--- config.mk ---
export PLATFORM = sky130hd
export DESIGN_NAME = uart_tx_arbiter
export DESIGN_NICKNAME = d
export VERILOG_FILES = /design/src/rtl/uart_tx_arbiter.sv
export SDC_FILE = /design/constraint.sdc
export NUM_CORES = 1
export LEC_CHECK = 0
export ABC_AREA = 1
export CAP_MARGIN = 20
export CORE_MARGIN = 5
export CORE_UTILIZATION = 46
export DETAILED_ROUTE_END_ITERATION = 8
export GPL_ROUTABILITY_DRIVEN = 0
export PLACE_DENSITY = 0.82
export SLEW_MARGIN = 20
export SYNTH_ARGS = -nofsm -noshare
export SYNTH_HDL_FRONTEND = slang
export SYNTH_SLANG_ARGS = --single-unit
--- constraint.sdc ---
create_clock -name clk -period 1.4 [get_ports clk]
set_clock_uncertainty 0.2 [all_clocks]
set_input_delay 0.21 -clock clk [delete_from_list [all_inputs] [get_ports clk]]
set_output_delay 0.21 -clock clk [all_outputs]
set_load 0.005 [all_outputs]
--- src/rtl/uart_tx_arbiter.sv ---
// Round-robin arbiter sharing one UART transmitter between two byte sources, with burst lock.
// Optional WAIT watchdog is compiled in when UART_ARB_TIMEOUT_EN is defined.

module uart_tx_arbiter_chk #(
   parameter int unsigned TIMEOUT_CYCLES = 65535,
   parameter int unsigned TIMEOUT_W      = 16
) (
   input logic clk,
   input logic reset,
   input logic gnt0,
   input logic gnt1,
   input logic done0,
   input logic done1,
   input logic tx_en,
   input logic busy
);

   a_gnt_mutex: assert property (@(posedge clk) disable iff (!reset) !(gnt0 && gnt1));
   a_done0_owner: assert property (@(posedge clk) disable iff (!reset) done0 |-> gnt0);
   a_done1_owner: assert property (@(posedge clk) disable iff (!reset) done1 |-> gnt1);
   a_tx_en_pulse: assert property (@(posedge clk) disable iff (!reset) tx_en |=> !tx_en);
   a_tx_en_busy: assert property (@(posedge clk) disable iff (!reset) tx_en |-> busy);
   a_done_pulse: assert property (@(posedge clk) disable iff (!reset)
                                  (done0 || done1) |=> !(done0 || done1));
   a_timeout_fits: assert property (@(posedge clk)
                                    64'(TIMEOUT_CYCLES) <= ((64'd1 << TIMEOUT_W) - 64'd1));

endmodule

module uart_tx_arbiter #(
   parameter int unsigned TIMEOUT_CYCLES = 65535,
   parameter int unsigned TIMEOUT_W      = 16
) (
   input  logic       clk,
   input  logic       reset,
   input  logic       req0,
   input  logic [7:0] data0,
   input  logic       lock0,
   output logic       gnt0,
   output logic       done0,
   input  logic       req1,
   input  logic [7:0] data1,
   input  logic       lock1,
   output logic       gnt1,
   output logic       done1,
   output logic       tx_en,
   output logic [7:0] tx_data,
   input  logic       tx_done,
   output logic       busy,
   output logic       timeout_err
);

   typedef enum logic [2:0] {
      ST_IDLE   = 3'd0,
      ST_LAUNCH = 3'd1,
      ST_WAIT   = 3'd2,
      ST_DONE   = 3'd3,
      ST_HOLD   = 3'd4
   } state_t;

   state_t     state_r, state_s;
   logic       owner_r, owner_s;
   logic       last_served_r, last_served_s;
   logic [7:0] tx_data_r, tx_data_s;
   logic [1:0] gnt_r, gnt_s;
   logic [1:0] done_r, done_s;
   logic       tx_en_r, tx_en_s;
   logic       busy_r, busy_s;

   logic       req_own_s, lock_own_s, win_s, expire_s, keep_lock_s;
   logic [7:0] data_own_s, data_win_s;

   assign req_own_s  = owner_r ? req1 : req0;
   assign lock_own_s = owner_r ? lock1 : lock0;
   assign data_own_s = owner_r ? data1 : data0;
   // on a tie the requester that was not served last wins
   assign win_s      = (req0 && req1) ? ~last_served_r : req1;
   assign data_win_s = win_s ? data1 : data0;

`ifdef UART_ARB_TIMEOUT_EN
   logic [TIMEOUT_W-1:0] to_cnt_r, to_cnt_s;
   logic                 abort_r, abort_s;
   logic                 timeout_err_r;

   assign expire_s    = (to_cnt_r == TIMEOUT_W'(TIMEOUT_CYCLES - 32'd1));
   // a real tx_done on the expiry cycle wins over the abort
   assign abort_s     = (state_r == ST_WAIT) && !tx_done && expire_s;
   assign keep_lock_s = lock_own_s & ~abort_r;
   assign timeout_err = timeout_err_r;

   // watchdog counter: cleared on WAIT entry, counts WAIT cycles
   always_comb begin
      to_cnt_s = to_cnt_r;
      if (state_r == ST_LAUNCH) begin
         to_cnt_s = {TIMEOUT_W{1'b0}};
      end else if (state_r == ST_WAIT) begin
         to_cnt_s = to_cnt_r + TIMEOUT_W'(1'b1);
      end else begin
         to_cnt_s = to_cnt_r;
      end
   end

   // watchdog registers and sticky error flag
   always_ff @(posedge clk or negedge reset) begin
      if (!reset) begin
         to_cnt_r      <= {TIMEOUT_W{1'b0}};
         abort_r       <= 1'b0;
         timeout_err_r <= 1'b0;
      end else begin
         to_cnt_r      <= to_cnt_s;
         abort_r       <= abort_s;
         timeout_err_r <= timeout_err_r | abort_s;
      end
   end
`else
   assign expire_s    = 1'b0;
   assign keep_lock_s = lock_own_s;
   assign timeout_err = 1'b0;
`endif

   // next-state and next-output logic
   always_comb begin
      state_s       = state_r;
      owner_s       = owner_r;
      last_served_s = last_served_r;
      tx_data_s     = tx_data_r;
      gnt_s         = gnt_r;
      done_s        = 2'b00;
      tx_en_s       = 1'b0;
      case (state_r)
         ST_IDLE: begin
            if (req0 || req1) begin
               owner_s   = win_s;
               tx_data_s = data_win_s;
               gnt_s     = win_s ? 2'b10 : 2'b01;
               tx_en_s   = 1'b1;
               state_s   = ST_LAUNCH;
            end else begin
               state_s = ST_IDLE;
            end
         end
         ST_LAUNCH: begin
            state_s = ST_WAIT;
         end
         ST_WAIT: begin
            if (tx_done || expire_s) begin
               done_s  = owner_r ? 2'b10 : 2'b01;
               state_s = ST_DONE;
            end else begin
               state_s = ST_WAIT;
            end
         end
         ST_DONE: begin
            last_served_s = owner_r;
            if (keep_lock_s) begin
               state_s = ST_HOLD;
            end else begin
               gnt_s   = 2'b00;
               state_s = ST_IDLE;
            end
         end
         ST_HOLD: begin
            if (req_own_s) begin
               tx_data_s = data_own_s;
               tx_en_s   = 1'b1;
               state_s   = ST_LAUNCH;
            end else if (!lock_own_s) begin
               gnt_s   = 2'b00;
               state_s = ST_IDLE;
            end else begin
               state_s = ST_HOLD;
            end
         end
         default: begin
            owner_s   = 1'b0;
            tx_data_s = 8'h00;
            gnt_s     = 2'b00;
            state_s   = ST_IDLE;
         end
      endcase
      busy_s = (state_s != ST_IDLE);
   end

   // state and registered outputs
   always_ff @(posedge clk or negedge reset) begin
      if (!reset) begin
         state_r       <= ST_IDLE;
         owner_r       <= 1'b0;
         last_served_r <= 1'b1;
         tx_data_r     <= 8'h00;
         gnt_r         <= 2'b00;
         done_r        <= 2'b00;
         tx_en_r       <= 1'b0;
         busy_r        <= 1'b0;
      end else begin
         state_r       <= state_s;
         owner_r       <= owner_s;
         last_served_r <= last_served_s;
         tx_data_r     <= tx_data_s;
         gnt_r         <= gnt_s;
         done_r        <= done_s;
         tx_en_r       <= tx_en_s;
         busy_r        <= busy_s;
      end
   end

   assign gnt0    = gnt_r[0];
   assign gnt1    = gnt_r[1];
   assign done0   = done_r[0];
   assign done1   = done_r[1];
   assign tx_en   = tx_en_r;
   assign tx_data = tx_data_r;
   assign busy    = busy_r;

   uart_tx_arbiter_chk #(
      .TIMEOUT_CYCLES (TIMEOUT_CYCLES),
      .TIMEOUT_W      (TIMEOUT_W)
   ) u_chk (
      .clk   (clk),
      .reset (reset),
      .gnt0  (gnt0),
      .gnt1  (gnt1),
      .done0 (done0),
      .done1 (done1),
      .tx_en (tx_en),
      .busy  (busy)
   );

endmodule

[After elaboration in Yosys (flattened, before gate mapping)]
Index checks and enable logic that the tools add are counted.
Cells by class
  eq/ne operators: 7
  mux-type cells: 26
  bitwise gates (word level): 4
  reductions and logical operators: 10
Operators with widths (count)
  $mux W8: 4
  $pmux W8 S3: 1
  $pmux W3 S5: 1
  $mux W2: 7
  $mux W1: 8
  $pmux W2 S4: 1
  $eq A3 B2 Y1 const B: 2
  $mux W3: 2
  $ne A2 B2 Y1 const B: 3
  $reduce_and A3 Y1: 2
  $not A1 Y1: 4
  $pmux W1 S2: 2
  $reduce_or A4 Y1: 1
  $eq A3 B1 Y1 const B: 1
  $eq A3 B3 Y1 const B: 1
  $logic_not A3 Y1: 1
  $reduce_bool A3 Y1: 1
  $reduce_or A3 Y1: 1
  $reduce_and A2 Y1: 1
  $reduce_or A2 Y1: 1
  $logic_and A1 B1 Y1: 1
  $logic_or A1 B1 Y1: 1
Storage, ports and cells
  bits of input ports: 23
  logic and storage cells: 55
  register bits after elaboration: 19

[Logic depth before layout (Yosys ltp)]
Gate-level depths: netlist (run 1).
  depth in word-level cells: 5
  mapped depth: 8
  gate-level depth less buffers: 8

[Worst setup path after synthesis (run 1)]
Ideal clock, no wire load.
  kind: register -> register
  start point: register last_served_r
  end point: register tx_data_r[0], in the netlist tx_data[0]
  path buffers: 0
  clock period less this slack: 1289 ps
  data required time: 1135 ps
  cell stages (with the launch flop): 9
  setup slack: 111 ps
  arrival time: 1024 ps
  cells stage by stage: dfstp_2 -> nand2_2 -> nand2_2 -> nand2_1 -> nand2_1 -> nand2_1 -> nand2_1 -> nand2_1 -> nand2_1
Between the ends
  cells in the longest elaborated chain, start to end: 5
RTL lines
  from (decl): RTL line 63  | logic last_served_r, last_served_s;
  from (signal assigned): RTL line 198  | last_served_r <= last_served_s;
  $not A1 Y1: RTL line 77  | assign win_s = (req0 && req1) ? ~last_served_r : req1;
  $mux W1: RTL line 77
  $mux W8: RTL line 78  | assign data_win_s = win_s ? data1 : data0;
  $mux W8: RTL line 132  | if (req0 || req1) begin
  $pmux W8 S3: RTL line 130  | case (state_r)
  to (signal assigned): RTL line 199  | tx_data_r <= tx_data_s;
  to (decl): RTL line 64  | logic [7:0] tx_data_r, tx_data_s;
No other way between the ends. The select of a mux whose other input is x is not followed.
A chain may end at the register's enable or synchronous reset.

[Worst setup path after layout (run 1)]
  start point: register last_served_r
  end point: register tx_data_r[2], in the netlist tx_data[2]
The elaborated chain is that of the path after synthesis.

==> impl_metrics.yaml, run 1 <==
final_layout:
  share_of_post_route_cells_with_drive_strength_above_1_pct: 29.41
  diodes: 0
  area_growth_syn_to_layout_pct: 61.41
  finalNetCount: 262
  instances_no_fill: 268
timing:
  period_minus_slack_ns: 1.415
  fin_tns_setup_ns: -0.02715
  min_period_over_period_pct: 101.1
  achievable-frequency_mhz: 706.7
  final_max_slew_viol_count: 0
  fin_ws_ns: -0.01495
  rsz_0062_raised_after_global_routing: "yes"
  whs_ns: 0.04291
  hold_viol: 0
  final-setup-viol-count: 4
cts:
  cts_inserted_buffers: 3
  cts_root_buffer: "sky130_fd_sc_hd__clkbuf_4"
  cts_sinks: 19
  clkTransAtPathRegs_ns: 0.10
  cts_hold_repair.buffers: 0
  cts_tree: "yes"
  worstSkewPairLatency_ns: 0.30
  maximum_buffer_depth_of_the_clock_tree: 2
  cts_htree_levels: 1
floorplan:
  chipHeight_microns: 60.86
  floorplan.initialDensity_pct: 48.03
  core_area_sq_um: 2477
  dieArea_sq_um: 3704
  width_of_the_die_microns: 60.86
  io_pins: 38
  std_cell_rows: 18
global_route:
  globalRoute.totalOverflow: 0
  grt_first_pass_wirelength_microns: 5920
  global_route.usage.total_pct: 21.44
  via_count_of_the_first_global_routing_pass: 1414
  pin_count_of_the_biggest_net_entering_global_routing: 20
  grt_antenna_before_repair: 0
synthesis:
  post_synthesis_register_bit_count: 19
  synth-compound-area-share_pct: 2.839
  synthTopCellsByCount: "105 x sky130_fd_sc_hd__nand2_1, 18 x sky130_fd_sc_hd__dfrtp_1, 11 x sky130_fd_sc_hd__nand3_1"
  synth_top_family_by_area: "simple AND/OR/NAND/NOR gates"
  post_synth_main_area_contributors: "sky130_fd_sc_hd__dfrtp_1 38%, sky130_fd_sc_hd__nand2_1 33%, sky130_fd_sc_hd__nand3_1 4.6%"
  synth_top_flop_cell: "sky130_fd_sc_hd__dfrtp_1"
  synthAdderAreaFrac_pct: 0
  synthMostInstantiatedCell: "sky130_fd_sc_hd__nand2_1"
  mappedNetlistNets: 201
  synth_enable_flop_cells: 0
  synth_simple_gate_area_share_pct: 50.47
  synth-seq-area-share_pct: 40.06
  synth_top_area_share_pct: 37.85
  netlist-cell-type-count: 22
  post-synth-top-area-cell: "sky130_fd_sc_hd__dfrtp_1"
  synth-async-reset-ratio_pct: 100.0
  post_synth.cell_area_avg_sq_um: 6.685
  synth.yosys.warnings: 0
  cell_area_after_technology_mapping_sq_um: 1190
  synth_cells: 178
  synthMuxAreaShare_pct: 0
  post_synth_xor_area_fraction_pct: 0
worst_setup_path:
  worstReg2RegStart: "last_served_r"
  worst_setup_path_start_kind: "flop"
  path_class: "reg2reg"
  cp_data_required_time_ns: 1.40
  crit_path_frequent_cell: "sky130_fd_sc_hd__nand2_1"
  cell_by_cell_listing_of_the_critical_path: "nand2_4, buf_6, nand3_4, nand2_2, nand2_1, nand2_1, nand2_1, nand2_1"
  worstRegToRegCells: 8
  worst-r2r-setup-slack_ns: -0.01
  kind_of_end_point_of_the_critical_path: "flop"
  critical_path_peak_fanout: 5
  arrival_ns: 1.41
  reg2reg_to: "tx_data[2]"
  critical-path-slowest-cell: "sky130_fd_sc_hd__dfstp_2"
  maximum_cell_stage_delay_along_the_critical_path_ns: 0.57
drt:
  drt_pre_antenna_iters: 4
  wl_per_cell_microns: 14.12
  dr_total_vias: 1381
  avgViaCountPerCell: 5.153
  antenna_nets_post_route: 0
  detailedRoute.firstIterationViolations: 84
  drt_wl_total_microns: 3784
  drc: 0
outcome:
  violated_checks: "setup timing"
  status: "complete, but fails checks"
power_and_ir_drop:
  static-leakage-power_nw: 1.070
  vdd_ir_drop_max_uv: 1435
  power_density_nw_per_um2: 1770
  power_mw: 3.400
hold_path:
  min_path_type: "in2async"
placement:
  detailedPlacementHpwl_microns: 2599
  port-buffer-count: 36
  cell_count_after_placement: 254
flow_run:
  max-cap-violations: 0
per-layer routing:
layer  vias up  wire [microns]  GRT usage, %
met1       647            1425         22.97
met5         -               0             0
met3        10             267         5.106
met2        58            2017         39.54
li1        666               -             -
met4         0              73         9.598
layout make-up:
cell class              count  area [sq um]
multi-input cells         144         769.5
flip-flops and latches     19         480.5
fillers                   173         556.8
repair buffers             58         546.8
inverters                  12         55.05
clock buffers               4         26.28
repair inverters            1         5.005
well taps                  30         37.54
cells in the final DEF (no fill, tap or decap):
cell                              count
sky130_fd_sc_hd__nand2_2              8
sky130_fd_sc_hd__nand4_1              1
sky130_fd_sc_hd__buf_4               17
sky130_fd_sc_hd__inv_2                4
sky130_fd_sc_hd__dfrtp_2              3
sky130_fd_sc_hd__dlygate4sd2_1        7
sky130_fd_sc_hd__nand2_4             10
sky130_fd_sc_hd__buf_6                4
sky130_fd_sc_hd__o21ai_1              1
sky130_fd_sc_hd__clkbuf_1             1
sky130_fd_sc_hd__dfstp_2              1
sky130_fd_sc_hd__nor2_4               3
sky130_fd_sc_hd__nor2_1               4
sky130_fd_sc_hd__clkdlybuf4s50_1     20
sky130_fd_sc_hd__a21oi_1              2
sky130_fd_sc_hd__clkinv_2             1
sky130_fd_sc_hd__o21ai_0              2
sky130_fd_sc_hd__nand3_2              8
sky130_fd_sc_hd__nand2_8              1
sky130_fd_sc_hd__conb_1               1
sky130_fd_sc_hd__clkinv_4             1
sky130_fd_sc_hd__inv_1                5
sky130_fd_sc_hd__o21ai_2              1
sky130_fd_sc_hd__dfrtp_1             15
sky130_fd_sc_hd__buf_12               1
sky130_fd_sc_hd__dlymetal6s2s_1       1
sky130_fd_sc_hd__nand2_1             97
sky130_fd_sc_hd__clkbuf_4             3
sky130_fd_sc_hd__nand3_1              3
sky130_fd_sc_hd__clkdlybuf4s15_1      8
sky130_fd_sc_hd__inv_4                2
sky130_fd_sc_hd__nand3_4              2
repair_timing:
item	CTS	global route
endpoints found under the setup margin	25	21
pin swaps	10	15
buffers inserted	6	2
gates cloned	0	2
gates resized for setup	36	27
metrics by stage:
| stage | area, sq um | utilization, % | setup WS, ns |
|---|---|---|---|
| floorplan | 1190 | - | 0.1114 |
| global route | 1921 | 77.53 | -0.08996 |
| detailed placement | 1678 | 67.73 | -0.3075 |
| finish | 1921 | 77.53 | -0.01495 |
| CTS | 1810 | 73.08 | -0.02938 |
| global placement | 1678 | 67.73 | -0.2979 |
cells by family (layout without fill, tap and decap cells):
group / Yosys count / after routing
flops: 19 / 19
simple gates: 136 / 137
other cells: 1 / 1
compound gates: 6 / 6
buf+inv: 16 / 75
worst max-delay path by stage:
stage                     slack, ns          to  depth (start not counted)          start
after detailed placement      -0.31  tx_data[3]                          8           req0
after floorplan                0.11  tx_data[0]                          8  last_served_r
after global placement        -0.30  tx_data[6]                          9           req1
after global routing          -0.09  tx_data[2]                          8     state_r[0]
final                         -0.01  tx_data[2]                          8  last_served_r
after CTS                     -0.03  tx_data[2]                          8  last_served_r
state kept, by name, indices dropped and copies added, names as in the netlist:
signal	count
gnt_r	2
last_served_r	1
tx_en	1
owner_r	1
state_r	3
done_r	2
tx_data	8
busy	1
power breakdown:
group	switching, mW	leakage, nW	internal [mW]	total (mW)
clock network	0.168	0.0150	0.111	0.279
logic	1.19	0.812	0.939	2.13
registers	0.190	0.243	0.800	0.989
total	1.55	1.07	1.85	3.40
worst max-delay path: cells and delay by family (launching register included):
family	cells	cell delay (ns)
flip-flops	1	0.57
buffers and inverters	1	0.15
AND/OR/NAND/NOR	7	0.40
Note: power is estimated with default switching activity, not from simulation.
==> inputs of run 2 (changes only) <==
--- a/config.mk
+++ b/config.mk
@@ -7,6 +7,7 @@
 export LEC_CHECK = 0
 export ABC_AREA = 1
 export CAP_MARGIN = 20
+export CORE_ASPECT_RATIO = 1.75
 export CORE_MARGIN = 5
 export CORE_UTILIZATION = 46
 export DETAILED_ROUTE_END_ITERATION = 8
@@ -16,3 +17,4 @@
 export SYNTH_ARGS = -nofsm -noshare
 export SYNTH_HDL_FRONTEND = slang
 export SYNTH_SLANG_ARGS = --single-unit
+export TNS_END_PERCENT = 20
==> impl_metrics.yaml, run 2 (synthesized netlist as in run 1, its figures left out) <==
outcome:
  status: "complete, but fails checks"
  violated_checks: "setup timing"
power_and_ir_drop:
  power_density_nw_per_um2: 1813
  comb_power_share_pct: 59.2
  swShare_pct: 45.45
  total_switching_power_mw: 1.553
  power.internal_mw: 1.863
  clock_power_share_pct: 11.4
  vdd_ir_drop_max_uv: 847.5
  p_seq_share_pct: 29.4
  static-leakage-power_nw: 1.065
flow_run:
  max-cap-violations: 0
worst_setup_path:
  kind_of_end_point_of_the_critical_path: "flop"
  path_class: "reg2reg"
  worst-r2r-setup-slack_ns: -0.08
  cp_data_required_time_ns: 1.35
  critical_path_peak_fanout: 10
  worst_setup_path_start_kind: "flop"
  arrival_ns: 1.43
final_layout:
  finalNetCount: 254
  largest_register_ffs: 8
  area_growth_syn_to_layout_pct: 58.36
  most-common-layout-cells: "87 x sky130_fd_sc_hd__nand2_1, 21 x sky130_fd_sc_hd__nand2_2, 20 x sky130_fd_sc_hd__clkdlybuf4s50_1, 15 x sky130_fd_sc_hd__dfrtp_1, 14 x sky130_fd_sc_hd__dlygate4sd2_1"
  instances_no_fill: 256
  diodes: 0
  final_common_cell: "sky130_fd_sc_hd__nand2_1"
  share_of_post_route_cells_with_drive_strength_above_1_pct: 31.30
drt:
  drc: 0
  wl_per_cell_microns: 14.71
  antenna_nets_post_route: 0
  dr_total_vias: 1338
  avgViaCountPerCell: 5.227
  detailedRoute.firstIterationViolations: 37
  drt_wl_total_microns: 3766
  drt_pre_antenna_iters: 4
placement:
  cell_count_after_placement: 244
  port-buffer-count: 36
  detailedPlacementHpwl_microns: 2476
floorplan:
  core_area_sq_um: 2492
  floorplan.initialDensity_pct: 47.74
  std_cell_rows: 24
  io_pins: 38
  width_of_the_die_microns: 48.45
  chipHeight_microns: 77.28
  dieArea_sq_um: 3744
cts:
  clkTransAtPathRegs_ns: 0.07
  cts_htree_levels: 1
  maximum_buffer_depth_of_the_clock_tree: 2
  cts_tree: "yes"
  cts_root_buffer: "sky130_fd_sc_hd__clkbuf_8"
  cts_hold_repair.buffers: 0
  worstSkewPairLatency_ns: 0.26
  cts_sinks: 19
  cts_inserted_buffers: 3
timing:
  final_max_slew_viol_count: 0
  achievable-frequency_mhz: 675.4
  fin_ws_ns: -0.08071
  whs_ns: 0.01116
  min_period_over_period_pct: 105.8
  period_minus_slack_ns: 1.481
  final-setup-viol-count: 11
  hold_viol: 0
  rsz_0062_raised_after_global_routing: "yes"
global_route:
  grt_first_pass_wirelength_microns: 5554
  pin_count_of_the_biggest_net_entering_global_routing: 15
  grt_antenna_before_repair: 0
  via_count_of_the_first_global_routing_pass: 1280
  globalRoute.totalOverflow: 0
  global_route.usage.total_pct: 18.31
hold_path:
  min_path_type: "in2async"
==> run 2: cell types whose count changed in the layout (fill, tap and decap cells not counted), sizes merged <==
cell           change
clkdlybuf4s15      -8
buf                -7
dlygate4sd2        +7
clkbuf             -1
dlymetal6s2s       +1
==> run 2: critical path, cell delays in order (launching register included) <==
cell                       delay (ns)
sky130_fd_sc_hd__dfrtp_1         0.41
sky130_fd_sc_hd__inv_2           0.10
sky130_fd_sc_hd__nand2_2         0.12
sky130_fd_sc_hd__clkinv_4        0.11
sky130_fd_sc_hd__nand2_4         0.12
sky130_fd_sc_hd__nand2_8         0.09
sky130_fd_sc_hd__nor2_2          0.14
sky130_fd_sc_hd__nand3_2         0.07
==> run 2: final cells by class <==
cell class / count / area, sq um
clock inverters: 1 / 5.005
repair buffers: 51 / 505.5
flip-flops and latches: 19 / 480.5
fillers: 195 / 608.1
well taps: 26 / 32.53
clock buffers: 3 / 41.29
inverters: 12 / 52.55
multi-input cells: 144 / 767.0
==> run 2: path summary, 6_finish.rpt <==
check	to	depth (start not counted)	from
max	busy	7	state_r[2]
min	tx_data[5]	1	reset
max reg2reg	busy	7	state_r[2]
min reg2reg	gnt_r[0]	2	gnt_r[0]
max in group asynchronous	state_r[1]	2	reset
min in group clk	gnt_r[1]	5	req1
==> run 2: through the flow <==
stage	worst slack, ns	setup TNS [ns]	instance area, sq um	total power, mW	utilization [%]
floorplan	0.1114	0	1190	1.948	-
global placement	-0.2744	-3.056	1640	2.632	65.81
detailed placement	-0.3312	-3.638	1640	2.697	65.81
CTS	-0.05496	-0.3945	1695	3.037	68.02
global route	-0.1223	-1.239	1884	3.665	75.60
finish	-0.08071	-0.3774	1884	3.416	75.60
==> run 2: routing by layer <==
layer,share of wire (%),vias to the layer above,wire length (microns),global-route usage (%)
met1,34,631,1265,18.49
met3,3.9,10,148,1.744
met5,0,-,0,0
li1,-,652,-,-
met2,59,45,2210,34.95
met4,3.7,0,140,9.695
==> run 2: power groups by stage <==
| stage | clock network [mW] | registers (mW) | logic, mW |
|---|---|---|---|
| floorplan | 0 | 0.956 | 0.991 |
| global placement | 0 | 0.962 | 1.67 |
| detailed placement | 0 | 0.964 | 1.73 |
| CTS | 0.389 | 0.966 | 1.68 |
| global route | 0.403 | 1.04 | 2.22 |
| finish | 0.390 | 1.00 | 2.02 |
==> run 2: timing repair <==
action / CTS / global route
endpoints found under the setup margin: 26 / 15
pin swaps: 0 / 17
gates cloned: 0 / 1
buffers inserted: 2 / 5
gates resized for setup: 17 / 41
